===== src/rtl/i2s_adc_rx.sv =====
// I2S ADC serial-port receiver: synchronizes BCLK/LRC/DAT into clk_50m and
// captures frame-accurate stereo samples plus an offset-binary mono word.
module i2s_adc_rx #(
    parameter int DATA_W      = 16,
    parameter int SYNC_STAGES = 2
) (
    input  logic              clk_50m,
    input  logic              rst,
    input  logic              enable,
    input  logic              err_clr,
    input  logic              i2s_bclk,
    input  logic              i2s_lrc,
    input  logic              i2s_dat,
    output logic [DATA_W-1:0] left_data,
    output logic [DATA_W-1:0] right_data,
    output logic [DATA_W-1:0] mono_positive,
    output logic              sample_valid,
    output logic              frame_err
);

    localparam int CNT_W = $clog2(DATA_W + 1);

    typedef enum logic [1:0] {
        ST_IDLE  = 2'd0,
        ST_LEFT  = 2'd1,
        ST_RIGHT = 2'd2
    } state_t;

    logic [SYNC_STAGES-1:0] bclk_sync_q, bclk_sync_d;
    logic [SYNC_STAGES-1:0] lrc_sync_q, lrc_sync_d;
    logic [SYNC_STAGES-1:0] dat_sync_q, dat_sync_d;
    logic                   bclk_hist_q, bclk_hist_d;
    logic                   lrc_prev_q, lrc_prev_d;

    state_t                 state_q, state_d;
    logic [CNT_W-1:0]       cnt_q, cnt_d;
    logic [DATA_W-1:0]      sr_q, sr_d;
    logic [DATA_W-1:0]      left_hold_q, left_hold_d;
    logic [DATA_W-1:0]      left_data_q, left_data_d;
    logic [DATA_W-1:0]      right_data_q, right_data_d;
    logic [DATA_W-1:0]      mono_q, mono_d;
    logic                   valid_q, valid_d;
    logic                   frame_err_q, frame_err_d;

    logic                   bclk_s, lrc_s, dat_s;
    logic                   bclk_rise, lrc_edge;
    logic                   has_room, word_full, err_set;
    logic [DATA_W-1:0]      sr_nxt;
    logic [CNT_W-1:0]       cnt_nxt;
    logic [DATA_W:0]        sum;

    assign bclk_s = bclk_sync_q[SYNC_STAGES-1];
    assign lrc_s  = lrc_sync_q[SYNC_STAGES-1];
    assign dat_s  = dat_sync_q[SYNC_STAGES-1];

    always_comb begin
        bclk_sync_d  = {bclk_sync_q[SYNC_STAGES-2:0], i2s_bclk};
        lrc_sync_d   = {lrc_sync_q[SYNC_STAGES-2:0], i2s_lrc};
        dat_sync_d   = {dat_sync_q[SYNC_STAGES-2:0], i2s_dat};
        bclk_hist_d  = bclk_s;
        lrc_prev_d   = lrc_prev_q;
        state_d      = state_q;
        cnt_d        = cnt_q;
        sr_d         = sr_q;
        left_hold_d  = left_hold_q;
        left_data_d  = left_data_q;
        right_data_d = right_data_q;
        mono_d       = mono_q;
        valid_d      = 1'b0;
        err_set      = 1'b0;

        bclk_rise = bclk_s & ~bclk_hist_q;
        lrc_edge  = bclk_rise & (lrc_s != lrc_prev_q);

        // Bits past DATA_W (long slots) are dropped by saturating the counter.
        has_room  = (cnt_q < CNT_W'(DATA_W));
        sr_nxt    = has_room ? {sr_q[DATA_W-2:0], dat_s} : sr_q;
        cnt_nxt   = has_room ? cnt_q + 1'b1 : cnt_q;
        word_full = (cnt_nxt == CNT_W'(DATA_W));

        sum = {left_hold_q[DATA_W-1], left_hold_q} + {sr_nxt[DATA_W-1], sr_nxt};

        if (bclk_rise) begin
            lrc_prev_d = lrc_s;
        end

        if (!enable) begin
            state_d = ST_IDLE;
            cnt_d   = '0;
        end else if (bclk_rise) begin
            case (state_q)
                ST_IDLE: begin
                    if (lrc_edge && !lrc_s) begin
                        state_d = ST_LEFT;
                        cnt_d   = '0;
                    end
                end
                ST_LEFT: begin
                    // The edge bit is the previous word's LSB, so it is shifted first.
                    if (lrc_edge) begin
                        cnt_d = '0;
                        if (word_full) begin
                            left_hold_d = sr_nxt;
                            state_d     = ST_RIGHT;
                        end else begin
                            err_set = 1'b1;
                            state_d = ST_IDLE;
                        end
                    end else begin
                        sr_d  = sr_nxt;
                        cnt_d = cnt_nxt;
                    end
                end
                ST_RIGHT: begin
                    if (lrc_edge) begin
                        cnt_d   = '0;
                        state_d = ST_LEFT;
                        if (word_full) begin
                            left_data_d  = left_hold_q;
                            right_data_d = sr_nxt;
                            mono_d       = {~sum[DATA_W], sum[DATA_W-1:1]};
                            valid_d      = 1'b1;
                        end else begin
                            err_set = 1'b1;
                        end
                    end else begin
                        sr_d  = sr_nxt;
                        cnt_d = cnt_nxt;
                    end
                end
                default: begin
                    state_d = ST_IDLE;
                    cnt_d   = '0;
                end
            endcase
        end

        frame_err_d = err_set | (frame_err_q & ~err_clr);
    end

    always_ff @(posedge clk_50m or posedge rst) begin
        if (rst) begin
            bclk_sync_q  <= '0;
            lrc_sync_q   <= '0;
            dat_sync_q   <= '0;
            bclk_hist_q  <= 1'b0;
            lrc_prev_q   <= 1'b0;
            state_q      <= ST_IDLE;
            cnt_q        <= '0;
            sr_q         <= '0;
            left_hold_q  <= '0;
            left_data_q  <= '0;
            right_data_q <= '0;
            mono_q       <= {1'b1, {(DATA_W-1){1'b0}}};
            valid_q      <= 1'b0;
            frame_err_q  <= 1'b0;
        end else begin
            bclk_sync_q  <= bclk_sync_d;
            lrc_sync_q   <= lrc_sync_d;
            dat_sync_q   <= dat_sync_d;
            bclk_hist_q  <= bclk_hist_d;
            lrc_prev_q   <= lrc_prev_d;
            state_q      <= state_d;
            cnt_q        <= cnt_d;
            sr_q         <= sr_d;
            left_hold_q  <= left_hold_d;
            left_data_q  <= left_data_d;
            right_data_q <= right_data_d;
            mono_q       <= mono_d;
            valid_q      <= valid_d;
            frame_err_q  <= frame_err_d;
        end
    end

    assign left_data     = left_data_q;
    assign right_data    = right_data_q;
    assign mono_positive = mono_q;
    assign sample_valid  = valid_q;
    assign frame_err     = frame_err_q;

endmodule


===== config.mk =====
export PLATFORM = sky130hd
export DESIGN_NAME = i2s_adc_rx
export DESIGN_NICKNAME = d
export VERILOG_FILES = /design/src/rtl/i2s_adc_rx.sv
export SDC_FILE = /design/constraint.sdc
export NUM_CORES = 1
export LEC_CHECK = 0
export ABC_AREA = 1
export BUFFER_PORTS_ARGS = -buffer_cell sky130_fd_sc_hd__buf_4
export CORE_MARGIN = 1
export CORE_UTILIZATION = 58
export CTS_CLUSTER_SIZE = 28
export DETAILED_ROUTE_END_ITERATION = 12
export PLACE_DENSITY = 0.84
export SYNTH_ARGS = -nofsm -noshare
export SYNTH_HDL_FRONTEND = slang
export SYNTH_SLANG_ARGS = --single-unit
export TNS_END_PERCENT = 5

===== constraint.sdc =====
create_clock -name clk_50m -period 2.9 [get_ports clk_50m]
set_input_delay 0 -clock clk_50m [delete_from_list [all_inputs] [get_ports clk_50m]]
set_output_delay 0 -clock clk_50m [all_outputs]
set_load 0.01 [all_outputs]

==> results of run 1 <==
## cells in the final DEF, fill, tap and decap left out, drive strengths merged, types with 2 or more instances in the layout
cell type    count
nand4            2
inv             72
nand3b           3
nor2            24
o22ai            5
a21oi           15
o21ai           82
clkinv           2
nand2          214
and2             2
dlygate4sd3      6
xor2             3
ha              20
dfrtp           96
xnor2            4
clkbuf          10
buf             70
nand3           25
## metrics by stage
stage	utilization	setup slack, ns	power (mW)
finish	0.7122	0.3261	3.717
global route	0.7122	0.1589	3.959
CTS	0.7122	0.2192	3.710
detailed placement	0.6813	0.2607	2.841
global placement	0.6813	0.3800	2.811
floorplan	-	0.3679	2.462
## per-layer routing
layer  wire, um  share of wire
met4        257          0.024
met1       4772           0.44
met5          0              0
met2       5136           0.48
met3        570          0.053
## report_power, final
| group | internal [mW] | total (mW) | switching (mW) |
|---|---|---|---|
| logic | 0.452 | 1.32 | 0.864 |
| clock network | 0.395 | 0.856 | 0.461 |
| registers | 1.48 | 1.54 | 0.0690 |
| total | 2.32 | 3.72 | 1.39 |
## how the worst max path moves through the flow
stage / end / cells after the start / start
after floorplan: bclk_hist_q$_DFF_PP0_ / 1 / rst
after global placement: mono_positive[13]$_DFFE_PP0P_ / 16 / cnt_q[4]$_DFFE_PP0P_
after detailed placement: mono_positive[13]$_DFFE_PP0P_ / 16 / cnt_q[4]$_DFFE_PP0P_
after CTS: mono_positive[13]$_DFFE_PP0P_ / 16 / cnt_q[4]$_DFFE_PP0P_
after global routing: mono_positive[13]$_DFFE_PP0P_ / 16 / cnt_q[4]$_DFFE_PP0P_
final: mono_positive[13]$_DFFE_PP0P_ / 16 / cnt_q[4]$_DFFE_PP0P_
## worst min-delay path, cell delays in order
cell and delay (ns):
dlygate4sd3_1 0.54, buf_4 0.14, inv_4 0.42
## sequential cells by signal, summed over array words and instances (netlist names)
name / count
bclk_hist_q: 1
bclk_sync_q: 2
cnt_q: 5
dat_sync_q: 2
frame_err: 1
left_data: 16
left_hold_q: 16
lrc_prev_q: 1
lrc_sync_q: 2
mono_positive: 16
right_data: 16
sample_valid: 1
sr_q: 16
state_q: 2
## cell families (layout without fill, tap and decap cells)
logic type / count (synthesis) / count (layout) / synth area share
AOI/OAI and AO/OA: 106 / 106 / 0.1143
xor gates and xnor gates: 7 / 7 / 0.01270
adders and majority gates: 21 / 21 / 0.05600
buffers and inverters: 89 / 162 / 0.08063
DFF: 97 / 97 / 0.5032
muxes: 1 / 1 / 0.002333
and+or+nand+nor: 273 / 273 / 0.2307
## timing repair
action,4_1_cts,5_1_grt
setup endpoints to repair,0,1
hold buffers,6,0
hold endpoints to repair,52,0
gates resized for setup,0,1
## area by class of cell
type,instances,area [um2]
repair buffers,76,598.1
flip-flops and latches,97,2429
well taps,102,127.6
multi-input cells,408,2008
clock inverters,5,56.30
clock buffers,10,127.6
fillers,608,2270
inverters,71,271.5
==> flow_summary.toml, run 1 <==
[yosys]
yosys.cell_count.top_type = "nand2_1"
netlist_area_um2 = 4826
ys_async_sr_fraction = 1.000
ys_types = 36
ys_warn_count = 0
synth_area_leaders = "dfrtp_1, nand2_1, o21ai_0"
yosysTopAreaCellShare = 0.4978
synth_commonest_cells = "nand2_1, dfrtp_1, inv_1"
syn_area_per_cell_um2 = 8.124
synthesis.nets = 622
synth.largest_area_cell = "dfrtp_1"
ys.flop_type = "dfrtp_1"
ys_seq_elements = 97
synth_edf_count = 0
syn_inst = 594
seq_area_frac_synth = 0.5032

[global_routing]
grt-busiest-layer = "met2"
grt_pass1_vias = 4054
gr-usage-met1 = 0.3407
grtUsageTotal = 0.2690
met3_usage = 0.03902
grt-ovfl-total = 0
antenna_found_initial = 0
grtUsageMet2 = 0.4571
grt_pass1_wl_um = 18240
grt_max_degree = 49

[sta]
fmax_mhz = 388.5
fin_hold_ws_ns = 0.2614
hold_viol_final = 0
finalWorstPathRequiredPeriod_ns = 2.574
clock_skew_ns = 0.007337
rsz0062_at_grt = "no"
setup_tns_ns = 0
slew_headroom = 0.4800
fin_crit_sh = 0.8875
worst_slew_pin_slew_ns = 0.7771
final-setup-viol-count = 0
slew_violations = 0

[clock_tree]
post-cts-setup-buffers = 0
root_buffer = "clkbuf_8"
clk_pin_slew_ns = 0.09
cts_tree = "built"
cts_inserted_buffers = 9
htreeDepth = 3
clock_path_buffers = 2
clk-insertion-delay-late_ns = 0.36
cts_sinks = 97

[final_layout]
fin_nets = 691
antenna_cells = 0
fin_area_um2 = 5618
instances_no_fill = 769
area_growth_pct = 16.41
drive_above_1_share = 0.1514

[detailed_routing]
drt_iter0_markers = 275
via_per_inst = 5.341
detail-route-antenna-nets = 0
drt_wl_total_um = 10740
routed-via-count = 4107
routedWlPerCell_um = 13.96
dr.pass1.iters = 5
drc = 0

[setup_path]
start_kind = "flop"
crit_chain = "buf_4 -> inv_4 -> nand2_1 -> nand2_1 -> inv_1 -> nor2_1 -> fa_1 -> nand2_1 -> nand2_1 -> nand2_1 -> o21ai_1 -> nand3_1 -> nand2_1 -> nand2_1 -> nand3_1 -> nand2_1"
crit_path_end_kind = "flop"
cpMostUsedCell = "nand2_1"
reg2reg_depth = 16
critPathTopFamily = "simple AND/OR/NAND/NOR gates"
critPathSlowestCell = "dfrtp_1"
r2r_slack_ns = 0.33
rr_startpoint = "cnt_q[4]$_DFFE_PP0P_"
crit_path_max_fanout = 14
worst-path-buf-inv = 3
r2r-end = "mono_positive[13]$_DFFE_PP0P_"
max_stage_delay_ns = 0.52
path_class = "reg -> reg"
critPathRequiredTime_ns = 3.16
arrival_ns = 2.83

[placement]
gp_congestion = 0.9242
place_area_um2 = 5374
hpwl_um = 7886
portBuffers = 56
placedCellCount = 748

[floorplan]
die_area_um2 = 8689
io_pins = 57
rows = 32
core_um2 = 7888
die_h_um = 93.22
die_x_um = 93.22
start_util = 0.6118

[power_and_ir_drop]
peakVddDrop_uv = 449.9
p_leak_nw = 2.998
p_per_area_nw_per_um2 = 661.6

[worst_hold_path]
hp-class = "in -> async"

[job]
maxCapViolations = 0

[run_status]
status = "completed"
(Power assumes the default switching activity.)
==> run 2, diff against run 1 <==
--- a/config.mk
+++ b/config.mk
@@ -8,10 +8,10 @@
 export ABC_AREA = 1
 export BUFFER_PORTS_ARGS = -buffer_cell sky130_fd_sc_hd__buf_4
 export CORE_MARGIN = 1
-export CORE_UTILIZATION = 58
+export CORE_UTILIZATION = 40
 export CTS_CLUSTER_SIZE = 28
 export DETAILED_ROUTE_END_ITERATION = 12
-export PLACE_DENSITY = 0.84
+export PLACE_DENSITY = 0.63
 export SYNTH_ARGS = -nofsm -noshare
 export SYNTH_HDL_FRONTEND = slang
 export SYNTH_SLANG_ARGS = --single-unit
==> run 2 against run 1 <==
Against the previous run:
- the run now ends with DRC left
- first-iteration DRC count shrank 22%
- final area grew 2.5%
- count of clock-buffer cells in the layout grew 2
- critical path type unchanged
- clock power grew 29%
- final cell count grew 5.5%
- routed wire length grew 2.8%
- global-route usage shrank 7.3 points
- clock skew shrank 0.00086 ns
==> flow_summary.toml, run 2 (synthesis results as in run 1) <==
[run_status]
status = "finished with violations"
violations = "DRC"

[floorplan]
die_x_um = 111.8
rows = 39
start_util = 0.4173
die_area_um2 = 12510
die_h_um = 111.8
core_um2 = 11560
io_pins = 57

[power_and_ir_drop]
p_leak_nw = 3.038
p_per_area_nw_per_um2 = 683.8
p_comb_frac = 0.329
power_mw = 3.936
p_clk_frac = 0.279
p_int_mw = 2.540
peakVddDrop_uv = 292.0
power_frac_seq = 0.392
switching_share = 0.3548
switching_power_mw = 1.397

[setup_path]
crit_path_start = "cnt_q[4]$_DFFE_PP0P_"
critPathRequiredTime_ns = 3.14
cp-endpoint = "mono_positive[13]$_DFFE_PP0P_"
crit_path_max_fanout = 14
crit_path_end_kind = "flop"
start_kind = "flop"
arrival_ns = 2.80
path_class = "reg -> reg"
reg2reg_depth = 15
rr_startpoint = "cnt_q[4]$_DFFE_PP0P_"
r2r_slack_ns = 0.34
r2r-end = "mono_positive[13]$_DFFE_PP0P_"

[clock_tree]
root_buffer = "clkbuf_16"
clk_pin_slew_ns = 0.06
cts_inserted_buffers = 9
htreeDepth = 3
clk-insertion-delay-late_ns = 0.35
clock_path_buffers = 2
cts_tree = "built"
cts_sinks = 97
ctsResizeCount = 0

[placement]
hpwl_um = 8082
placedCellCount = 790
dpl_worst_slack_ns = 0.3703
portBuffers = 56
place_area_um2 = 5433
gp_congestion = 0.8856

[job]
maxCapViolations = 0

[final_layout]
drive_above_1_share = 0.1512
multi_input_area_um2 = 2008
layout_commonest_cell = "nand2_1"
fill_cells = 1117
seq_area_um2 = 2429
fin_nets = 692
antenna_cells = 0
instances_no_fill = 811
fin_area_um2 = 5757
area_growth_pct = 19.29
final_cell_mix = "nand2_1, dfrtp_1, buf_4"

[sta]
fmax_mhz = 390.7
fin_crit_sh = 0.8825
slew_headroom = 0.5740
clock_skew_ns = 0.006478
final-setup-viol-count = 0
postLayoutSetupSlackWorst_ns = 0.3407
rsz0062_at_grt = "no"
slew_violations = 0
worst_slew_pin_slew_ns = 0.6366
hold_viol_final = 0
setup_tns_ns = 0
finalWorstPathRequiredPeriod_ns = 2.559

[detailed_routing]
routed-via-count = 3954
detail-route-antenna-nets = 0
dr.pass1.iters = 8
drt_wl_total_um = 11040
drt_iter0_markers = 215
drc = 9
via_per_inst = 4.875
routedWlPerCell_um = 13.61

[global_routing]
antenna_found_initial = 0
grt-ovfl-total = 0
grt_pass1_vias = 3910
grt_max_degree = 50
grt_pass1_wl_um = 19090
grtUsageTotal = 0.1960

[worst_hold_path]
hp-class = "in -> async"
## run 2: cell count changes in the layout (fill, tap and decap cells not counted), sizes merged
cell and change:
bufinv -1, clkbuf +2, buf +1, inv -1
## run 2: power groups by stage
stage | Combinational (mW) | Sequential [mW] | Clock [mW]
floorplan | 0.911 | 1.55 | 0
global placement | 1.29 | 1.56 | 0
detailed placement | 1.29 | 1.56 | 0
CTS | 1.30 | 1.54 | 1.13
global route | 1.49 | 1.56 | 1.19
finish | 1.29 | 1.54 | 1.10
## run 2: worst min-delay path by stage
stage / slack (ns) / to / cells after the start / start
after floorplan: 0.03 / bclk_sync_q[0]$_DFF_PP0_ / 0 / i2s_bclk
after global placement: 0.10 / state_q[0]$_DFFE_PP0P_ / 2 / rst
after detailed placement: 0.11 / state_q[1]$_DFFE_PP0P_ / 2 / rst
after CTS: 0.28 / dat_sync_q[0]$_DFF_PP0_ / 2 / i2s_dat
after global routing: 0.29 / lrc_sync_q[0]$_DFF_PP0_ / 2 / i2s_lrc
final: 0.26 / dat_sync_q[0]$_DFF_PP0_ / 3 / rst
## run 2: area by class of cell
cell class | instances | area share
Clock inverter | 3 | 0.003043
Inverter | 71 | 0.04716
Tap cell | 143 | 0.03108
Clock buffer | 12 | 0.04282
Multi-Input combinational cell | 408 | 0.3488
Timing Repair Buffer | 77 | 0.1052
Sequential cell | 97 | 0.4219
## run 2: timing repair
| item | 4_1_cts | 5_1_grt |
|---|---|---|
| hold buffers | 6 | 0 |
| endpoints found under the hold margin | 48 | 0 |
| buffers inserted | 0 | 0 |
## run 2: routing by layer
layer  GRT usage  vias to the layer above  routed length, um
li1            -                     2027                  -
met1      0.2667                     1830               5406
met2      0.3077                       83               5016
met3     0.04518                       14                470
met4     0.06667                        0                145
met5           0                        -                  0
## run 2: stage by stage
step                        util  hold slack, ns
final                     0.4978          0.2607
after global routing      0.4978          0.2879
after floorplan                -         0.03143
after detailed placement  0.4698          0.1089
after global placement    0.4698          0.1025
after CTS                 0.4978          0.2837
## run 2: critical path, stage by stage, from the launching register on
cell and delay, ns:
dfrtp_1 0.54, inv_4 0.15, nand2_1 0.07, nand2_1 0.13
inv_1 0.09, nor2_1 0.17, fa_1 0.24, nand2_1 0.06
nand2_1 0.09, nand2_1 0.09, o21ai_0 0.39, nand3_1 0.16
nand2_1 0.10, nand2_1 0.05, nand3_1 0.08, nand2_1 0.05
